[src/rtl/roulette_payout_engine.sv]
// Roulette settlement engine: latches a spin and up to twelve bet words, scores one
// bet per cycle, then applies the net result to a saturating player balance.
`default_nettype none

module roulette_payout_engine #(
    parameter logic [15:0] START_BALANCE = 16'd1000
) (
    input  logic        clock,
    input  logic        reset,
    input  logic        start,
    input  logic [5:0]  led_number,
    input  logic [5:0]  bet_count,
    input  logic [95:0] bets,
    output logic        busy,
    output logic        done,
    output logic [11:0] wager,
    output logic [15:0] payout,
    output logic [11:0] win_mask,
    output logic        bad_result,
    output logic [15:0] balance
);

    typedef enum logic [1:0] {
        S_IDLE   = 2'd0,
        S_EVAL   = 2'd1,
        S_UPDATE = 2'd2,
        S_DONE   = 2'd3
    } state_t;

    // Bit n set when pocket n is red
    localparam logic [36:0] RED_MASK = 37'h1_54AA_D52AA;

    state_t       state_q;
    logic [5:0]   pocket_q;
    logic [95:0]  bets_q;
    logic [3:0]   count_q;
    logic [3:0]   index_q;
    logic         busy_q;
    logic         done_q;
    logic [11:0]  wager_q;
    logic [15:0]  payout_q;
    logic [11:0]  win_mask_q;
    logic         bad_q;
    logic [15:0]  balance_q;

    logic [3:0]   count_d;
    logic [95:0]  bets_shift;
    logic [7:0]   word_d;
    logic [5:0]   op_d;
    logic [4:0]   stake_d;
    logic [5:0]   mult_d;
    logic         skip_d;
    logic         red_d;
    logic [5:0]   col_d;
    logic signed [17:0] bal_sum_d;
    logic [15:0]  balance_d;

    assign count_d = (bet_count > 6'd12) ? 4'd12 : bet_count[3:0];

    always_comb begin
        bets_shift = bets_q >> {index_q, 3'b000};
        word_d     = bets_shift[7:0];
        op_d       = word_d[5:0];
        skip_d     = (op_d >= 6'd62);
        red_d      = (pocket_q <= 6'd36) && RED_MASK[pocket_q];
        col_d      = pocket_q % 6'd3;
        case (word_d[7:6])
            2'b00:   stake_d = 5'd1;
            2'b01:   stake_d = 5'd5;
            2'b10:   stake_d = 5'd10;
            default: stake_d = 5'd25;
        endcase
        // mult_d is the return multiplier when the bet wins, zero when it loses
        mult_d = 6'd0;
        if (op_d <= 6'd36) begin
            if (pocket_q == op_d) mult_d = 6'd36;
        end else if (pocket_q != 6'd0 && pocket_q <= 6'd36) begin
            case (op_d)
                6'd37: if (red_d)                       mult_d = 6'd2;
                6'd38: if (!red_d)                      mult_d = 6'd2;
                6'd39: if (pocket_q[0])                 mult_d = 6'd2;
                6'd40: if (!pocket_q[0])                mult_d = 6'd2;
                6'd41: if (pocket_q <= 6'd18)           mult_d = 6'd2;
                6'd42: if (pocket_q >= 6'd19)           mult_d = 6'd2;
                6'd43: if (pocket_q <= 6'd12)           mult_d = 6'd3;
                6'd44: if (pocket_q >= 6'd13 && pocket_q <= 6'd24) mult_d = 6'd3;
                6'd45: if (pocket_q >= 6'd25)           mult_d = 6'd3;
                6'd46: if (col_d == 6'd1)               mult_d = 6'd3;
                6'd47: if (col_d == 6'd2)               mult_d = 6'd3;
                6'd48: if (col_d == 6'd0)               mult_d = 6'd3;
                default: mult_d = 6'd0;
            endcase
        end
    end

    always_comb begin
        bal_sum_d = $signed({2'b00, balance_q}) - $signed({6'b000000, wager_q})
                  + $signed({2'b00, payout_q});
        if (bal_sum_d < 0)
            balance_d = 16'd0;
        else if (bal_sum_d > 18'sd65535)
            balance_d = 16'hFFFF;
        else
            balance_d = bal_sum_d[15:0];
    end

    always_ff @(posedge clock or posedge reset) begin
        if (reset) begin
            state_q    <= S_IDLE;
            pocket_q   <= 6'd0;
            bets_q     <= 96'd0;
            count_q    <= 4'd0;
            index_q    <= 4'd0;
            busy_q     <= 1'b0;
            done_q     <= 1'b0;
            wager_q    <= 12'd0;
            payout_q   <= 16'd0;
            win_mask_q <= 12'd0;
            bad_q      <= 1'b0;
            balance_q  <= START_BALANCE;
        end else begin
            done_q <= 1'b0;
            if (done_q) busy_q <= 1'b0;
            case (state_q)
                S_IDLE: begin
                    if (start) begin
                        pocket_q   <= led_number;
                        bets_q     <= bets;
                        count_q    <= count_d;
                        index_q    <= 4'd0;
                        wager_q    <= 12'd0;
                        payout_q   <= 16'd0;
                        win_mask_q <= 12'd0;
                        bad_q      <= (led_number > 6'd36);
                        busy_q     <= 1'b1;
                        state_q    <= (count_d == 4'd0) ? S_UPDATE : S_EVAL;
                    end
                end
                S_EVAL: begin
                    if (!skip_d) wager_q <= wager_q + 12'(stake_d);
                    if (!skip_d && !bad_q && mult_d != 6'd0) begin
                        payout_q            <= payout_q + 16'(stake_d) * 16'(mult_d);
                        win_mask_q[index_q] <= 1'b1;
                    end
                    index_q <= index_q + 4'd1;
                    if (index_q == count_q - 4'd1) state_q <= S_UPDATE;
                end
                S_UPDATE: begin
                    if (!bad_q) balance_q <= balance_d;
                    state_q <= S_DONE;
                end
                default: begin
                    done_q  <= 1'b1;
                    state_q <= S_IDLE;
                end
            endcase
        end
    end

    assign busy       = busy_q;
    assign done       = done_q;
    assign wager      = wager_q;
    assign payout     = payout_q;
    assign win_mask   = win_mask_q;
    assign bad_result = bad_q;
    assign balance    = balance_q;

endmodule

`default_nettype wire

[config.mk]
export PLATFORM = sky130hd
export DESIGN_NAME = roulette_payout_engine
export DESIGN_NICKNAME = d
export VERILOG_FILES = /design/src/rtl/roulette_payout_engine.sv
export SDC_FILE = /design/constraint.sdc
export NUM_CORES = 1
export LEC_CHECK = 0
export CAP_MARGIN = 20
export CORE_ASPECT_RATIO = 1.2
export CORE_MARGIN = 3
export CORE_UTILIZATION = 55
export DETAILED_ROUTE_END_ITERATION = 16
export GPL_ROUTABILITY_DRIVEN = 0
export HOLD_SLACK_MARGIN = 0.1
export PLACE_DENSITY_LB_ADDON = 0.12
export RECOVER_POWER = 50
export SETUP_SLACK_MARGIN = 0.1
export SYNTH_ARGS = -nofsm -noshare
export SYNTH_HDL_FRONTEND = slang
export SYNTH_SLANG_ARGS = --single-unit
export TNS_END_PERCENT = 10
[constraint.sdc]
create_clock -name clock -period 15.1 [get_ports clock]
set_input_delay 3.02 -clock clock [delete_from_list [all_inputs] [get_ports clock]]
set_output_delay 3.02 -clock clock [all_outputs]
set_load 0.05 [all_outputs]
==> results of run 1 <==
stage by stage:
| stage | area (um2) | worst slack [ns] |
|---|---|---|
| global route | 13540 | 6.543 |
| detailed placement | 12940 | 7.332 |
| global placement | 12940 | 7.630 |
| finish | 13540 | 7.208 |
| CTS | 13560 | 7.302 |
| floorplan | 11090 | 7.458 |
synth_stat cells, types with 6 or more instances:
library cell | n | area (um2)
dfrtp_1 | 165 | 4129
a21o_1 | 11 | 82.58
nor2_1 | 58 | 217.7
nand3_1 | 24 | 120.1
o211ai_1 | 8 | 60.06
o21ai_0 | 48 | 240.2
a31oi_1 | 8 | 50.05
o21ai_1 | 13 | 65.06
nor2b_1 | 18 | 112.6
a21oi_1 | 38 | 190.2
a211o_1 | 10 | 87.58
ha_1 | 71 | 888.4
a21boi_0 | 7 | 52.55
xnor2_1 | 40 | 350.3
clkbuf_1 | 42 | 157.7
nand2_1 | 385 | 1445
nand4_1 | 7 | 43.79
mux4_2 | 24 | 540.5
fa_1 | 14 | 280.3
a32o_1 | 6 | 60.06
xor2_1 | 12 | 105.1
nor3_1 | 17 | 85.08
o31ai_1 | 8 | 60.06
nand3b_1 | 6 | 45.04
mux2i_1 | 20 | 200.2
o21a_1 | 10 | 75.07
buf_2 | 8 | 40.04
and3_1 | 9 | 56.30
nand2b_1 | 10 | 62.56
and2_1 | 9 | 56.30
dfstp_2 | 6 | 157.7
inv_1 | 63 | 236.5
registers in the layout, indices dropped and copies added, names as in the netlist:
register	flops
wager	12
count_q	4
balance	16
bad_result	1
busy	1
win_mask	12
index_q	4
state_q	2
done	1
payout	16
pocket_q	6
bets_q	96
where the power goes:
group          leakage, uW  internal (uW)  total (uW)  switching, uW
logic              0.00404            693        1710           1010
registers          0.00218            637         779            142
clock network     0.000304            241         459            218
layer usage:
| layer | GRT usage | vias up | share of wire |
|---|---|---|---|
| met1 | 0.3337 | 4582 | 0.41 |
| li1 | - | 4583 | - |
| met5 | 0 | - | 0 |
| met2 | 0.4567 | 301 | 0.50 |
| met4 | 0.1242 | 0 | 0.041 |
| met3 | 0.03707 | 66 | 0.046 |
placed cells by master, fill, tap and decap left out, drive strengths merged, types with 8 or more instances in the layout:
cell type,instances
a21o,11
and2,10
mux4,24
nand2b,10
mux2i,20
o21a,10
o31ai,8
buf,8
nor2,59
and3,9
a211o,10
nor3,17
nand2,387
o21ai,63
nand3,25
inv,73
fa,14
xor2,12
a31oi,8
dlygate4sd3,22
ha,71
xnor2,40
nor2b,18
clkdlybuf4s50,147
o211ai,9
a21oi,39
clkbuf,19
dfrtp,165
cell families after synthesis:
logic type / synth area share
AO/OA/AOI/OAI: 0.1325
buffers and inverters: 0.04523
multiplexers: 0.06678
AND/OR/NAND/NOR: 0.2226
adder cells (fa/ha/maj): 0.1054
XOR/XNOR: 0.04106
flip-flops: 0.3865
tightest hold or removal path, stage by stage, from the launching register on:
cell and delay, ns:
dfrtp_1 0.34, nand2_1 0.05, nand2_1 0.05
layout make-up:
class / instances / area share
well taps: 261 / 0.02412
repair buffers: 179 / 0.1299
inverters: 64 / 0.01783
multi-input cells: 969 / 0.4660
clock buffers: 17 / 0.03141
clock inverters: 15 / 0.01414
flip-flops and latches: 171 / 0.3165
worst min-delay path by stage:
| stage | to | from | slack [ns] |
|---|---|---|---|
| 3_3_place_gp | bets_q[85] | bets_q[85] | 0.45 |
| 3_5_place_dp | bets_q[22] | bets_q[22] | 0.46 |
| 6_report | bets_q[79] | bets_q[79] | 0.47 |
| 4_1_cts | bets_q[22] | bets_q[22] | 0.48 |
| 5_1_grt | bets_q[24] | bets_q[24] | 0.51 |
| 2_1_floorplan | bets_q[16] | bets_q[16] | 0.44 |
==> metrics, run 1 <==
largest net degree at the start of global routing 113; hold_buf cts 0; Worst Path Arrival 8.22 ns; Syn Nets 1459; vias in the first global route 9458; Peak VDD IR 0.1462 mV; die span in x 135.6 um; Worst-Margin Slew 4.541 ns; min-delay worst type flip-flop to flip-flop; Row Count 56; Worst Path Max Fanout 17; Mean Syn Cell Area 8.782 um2; Crit. Startpoint pocket_q[4]; maximum root-to-sink buffer count 2; Hold Vio Cnt, Final 0; YS warnings 0; Vias/cell 5.687; Fin Clk Skew 0.01638 ns; R2R cell count 30; # diodes 0; Critical Path RT 15.43 ns; later-pin clock latency in the skew report 0.45 ns; Synth async-reset ratio 1.000; CP endpoint kind flip-flop; area of the multi-input gates 6311 um2; Primary FF master, synth dfrtp_1; CP max stage delay 0.65 ns; Post-synth EDFFs 0; NumNets Final 1598; die height 161.6 um; Max-slew headroom -2.044; Syn Inst Count 1263; core footprint 19690 um2; Starting Density 0.5634; maximum clock rate 0.1267 GHz; Post-DRT Antenna Nets 0; FILL cells 1592; worst hold slack 0.4715 ns; layout cells sized above 1 0.06714; r2r setup slk 7.21 ns; crit path launch type flip-flop; IO Port Bufs 169; Final Power 2944 uW; maxcap violations 3; WL final 28600 um; final setup violation count 0; first-pass GRT wire length 46380 um; TritonCTS Buffers 17; via count of the routed design 9532; global route overflow 0; total iterations of the first detailed-routing run 5; Bufs and invs on worst path 3; root buf cell clkbuf_16; Synth Cell Area 11090 um2; initial antenna violation count 0; critical path endpoint payout[15]; fin. max-slew vios 248; post-synthesis sequential area ratio 0.3865; dpl hpwl 20970 um; TNS Setup 0 ns; # IOs 170; pwr dens 217.4 nW/um2; crit share post-route 0.5227; Cell variety after synth 77; Finished Layout Cells 1676; gr usage total 0.2667; Seq. cell area 4287 um2; postcts setup bufs 0; CP max stage cell dfrtp_1; CP Depth 30; RR Endpoint payout[15]; CTS clock-pin slew for the worst setup and hold paths 0.07 ns; fin crit period 7.892 ns; CTS tree yes; Synth Register Bits 171; Area Growth Syn to Fin 22.09%; placed insts 1644; clock sink count 171; RSZ-0062 raised after global routing no; routed len/inst 17.06 um; 1st-iter DRT viols 690; failing checks max-capacitance violations, max-slew violations; Die ar. 21910 um2; CTS resizes 0; Pleak 0.006520 uW; outcome complete, but fails checks; Remaining DRCs 0; RR Startpoint pocket_q[4]; Final Util 0.6878; Worst Hold Path Cells 2; CP delay by family, top compound AO/OA/AOI/OAI gates; Crit Path Class flip-flop to flip-flop; H-tree depth 4
(Power assumes the default switching activity.)
==> run 2: changes to the inputs <==
clock period = 7.9 ns   (was 15.1 ns; I/O delays follow)
==> metrics, run 2 (synthesis results as in run 1) <==
outcome complete, but fails checks (unchanged); failing checks max-capacitance violations, max-slew violations (unchanged); Max-slew headroom -2.102 (was -2.044); root buf cell clkbuf_16 (unchanged); dpl hpwl 21160 um (was 20970 um); Remaining DRCs 0 (unchanged); via count of the routed design 9558 (was 9532); min-delay worst type flip-flop to flip-flop (unchanged); gr usage total 0.2685 (was 0.2667); fin crit period 7.322 ns (was 7.892 ns); total iterations of the first detailed-routing run 5 (unchanged); commonest non-fill, non-tap cells in the layout 385 x nand2_1, 162 x dfrtp_1, 129 x clkdlybuf4s50_1, 69 x ha_1, 61 x inv_1 (was 384 x nand2_1, 165 x dfrtp_1, 147 x clkdlybuf4s50_1, 71 x ha_1, 62 x inv_1); global route overflow 0 (unchanged); clock sink count 171 (unchanged); Most Frequent Cell on Critical Path fa_1; Post-DRT Antenna Nets 0 (unchanged); vias in the first global route 9416 (was 9458); initial antenna violation count 1 (was 0); die span in x 135.6 um (unchanged); CP endpoint kind flip-flop (unchanged); H-tree depth 4 (unchanged); 1st-iter DRT viols 571 (was 690); Final Power 5709 uW (was 2944 uW); Critical Path RT 8.24 ns (was 15.43 ns); RR Startpoint pocket_q[3] (was pocket_q[4]); Fin Clk Skew 0.01300 ns (was 0.01638 ns); max reg flops 96 (unchanged); Crit. Startpoint pocket_q[3] (was pocket_q[4]); most common cell after layout, fill and taps aside nand2_1 (unchanged); area of the multi-input gates 6356 um2 (was 6311 um2); Worst Path Max Fanout 11 (was 17); met1 usage 0.3311 (was 0.3337); RR Endpoint payout[15] (unchanged); Worst Path Arrival 7.66 ns (was 8.22 ns); FILL cells 1575 (was 1592); # diodes 0 (unchanged); CTS clock-pin slew for the worst setup and hold paths 0.08 ns (was 0.07 ns); routed len/inst 17.09 um (was 17.06 um); Area Growth Syn to Fin 23.40% (was 22.09%); CP max stage delay 0.54 ns (was 0.65 ns); core footprint 19690 um2 (unchanged); CP Depth 30 (unchanged); Row Count 56 (unchanged); largest net degree at the start of global routing 105 (was 113); RSZ-0062 raised after global routing no (unchanged); M2 GR Usage 0.4692 (was 0.4567); WL final 28840 um (was 28600 um); dpl cell area 12970 um2 (was 12940 um2); Starting Density 0.5634 (unchanged); crit share post-route 0.9268 (was 0.5227); Pleak 0.006633 uW (was 0.006520 uW); Seq. cell area 4293 um2 (was 4287 um2); Worst-Margin Slew 4.627 ns (was 4.541 ns); pwr dens 417.1 nW/um2 (was 217.4 nW/um2); Top reg by flops bets_q (unchanged); maximum root-to-sink buffer count 2 (unchanged); Die ar. 21910 um2 (unchanged); maximum clock rate 0.1366 GHz (was 0.1267 GHz); Hold Vio Cnt, Final 0 (unchanged); Bufs and invs on worst path 3 (unchanged); fin. max-slew vios 321 (was 248); later-pin clock latency in the skew report 0.45 ns (about the same); fin area 13690 um2 (was 13540 um2); GR peak layer met2 (unchanged); Peak VDD IR 0.2258 mV (was 0.1462 mV); GR Util met3 0.04268 (was 0.03707); CP delay by family, top compound AO/OA/AOI/OAI gates (unchanged); critical path endpoint payout[15] (unchanged); Crit Path Class flip-flop to flip-flop (unchanged); die height 161.6 um (unchanged); TNS Setup 0 ns (unchanged); # IOs 170 (unchanged); layout cells sized above 1 0.08619 (was 0.06714); first-pass GRT wire length 46690 um (was 46380 um); IO Port Bufs 169 (unchanged); crit path launch type flip-flop (unchanged); final setup violation count 0 (unchanged); r2r setup slk 0.58 ns (was 7.21 ns); maxcap violations 4 (was 3); CP max stage cell fa_1 (was dfrtp_1); TritonCTS Buffers 17 (unchanged); CTS tree yes (unchanged); NumNets Final 1610 (was 1598); Vias/cell 5.662 (was 5.687); R2R cell count 30 (unchanged)
[run 2: power breakdown]
group | switching, uW | internal [uW]
clock | 435 | 435
sequential | 274 | 1220
combinational | 1970 | 1380
[run 2: worst register-to-register path, delay by kind of cell, from the launching register on]
kind / cells / cell delay (ns)
compound gates: 15 / 3.08
fa+ha+maj: 6 / 2.29
buf+inv: 3 / 0.20
flops: 1 / 0.53
simple gates: 6 / 1.11
[run 2: what timing repair did]
action	4_1_cts	5_1_grt
endpoints found under the setup margin	2	7
buffers inserted	0	8
hold buffers	0	0
gates resized for setup	3	18
pin swaps	0	0
[run 2: worst min path at each step]
stage                          start          to  slack, ns  cells past startpoint
after global placement    bets_q[55]  bets_q[55]       0.45                      2
after global routing      bets_q[61]  bets_q[61]       0.50                      2
after detailed placement  bets_q[91]  bets_q[91]       0.46                      2
final                     bets_q[51]  bets_q[51]       0.47                      2
after floorplan           bets_q[16]  bets_q[16]       0.44                      2
after CTS                 bets_q[91]  bets_q[91]       0.48                      2
[run 2: layout make-up]
class	count	share of cell area
Sequential cell	171	0.3136
Tap cell	261	0.02386
Inverter	64	0.01764
Clock buffer	17	0.03108
Multi-Input combinational cell	969	0.4644
Clock inverter	15	0.01417
Timing Repair Buffer	191	0.1352
[run 2: per-stage QoR]
stage          setup WS, ns  std cells  hold slack (ns)    util
4_1_cts              0.1856       1680           0.4790  0.6903
3_3_place_gp         0.4129       1648           0.4531  0.6587
6_report             0.5784       1688           0.4748  0.6952
2_1_floorplan        0.9317       1263           0.4403       -
5_1_grt              0.1547       1688           0.4956  0.6952
3_5_place_dp         0.1166       1648           0.4600  0.6587
[run 2: layer usage]
metal | vias to the layer above | share of wire
li1 | 4611 | -
met1 | 4557 | 0.41
met2 | 325 | 0.51
met3 | 63 | 0.048
met4 | 2 | 0.035
met5 | - | 0.00045
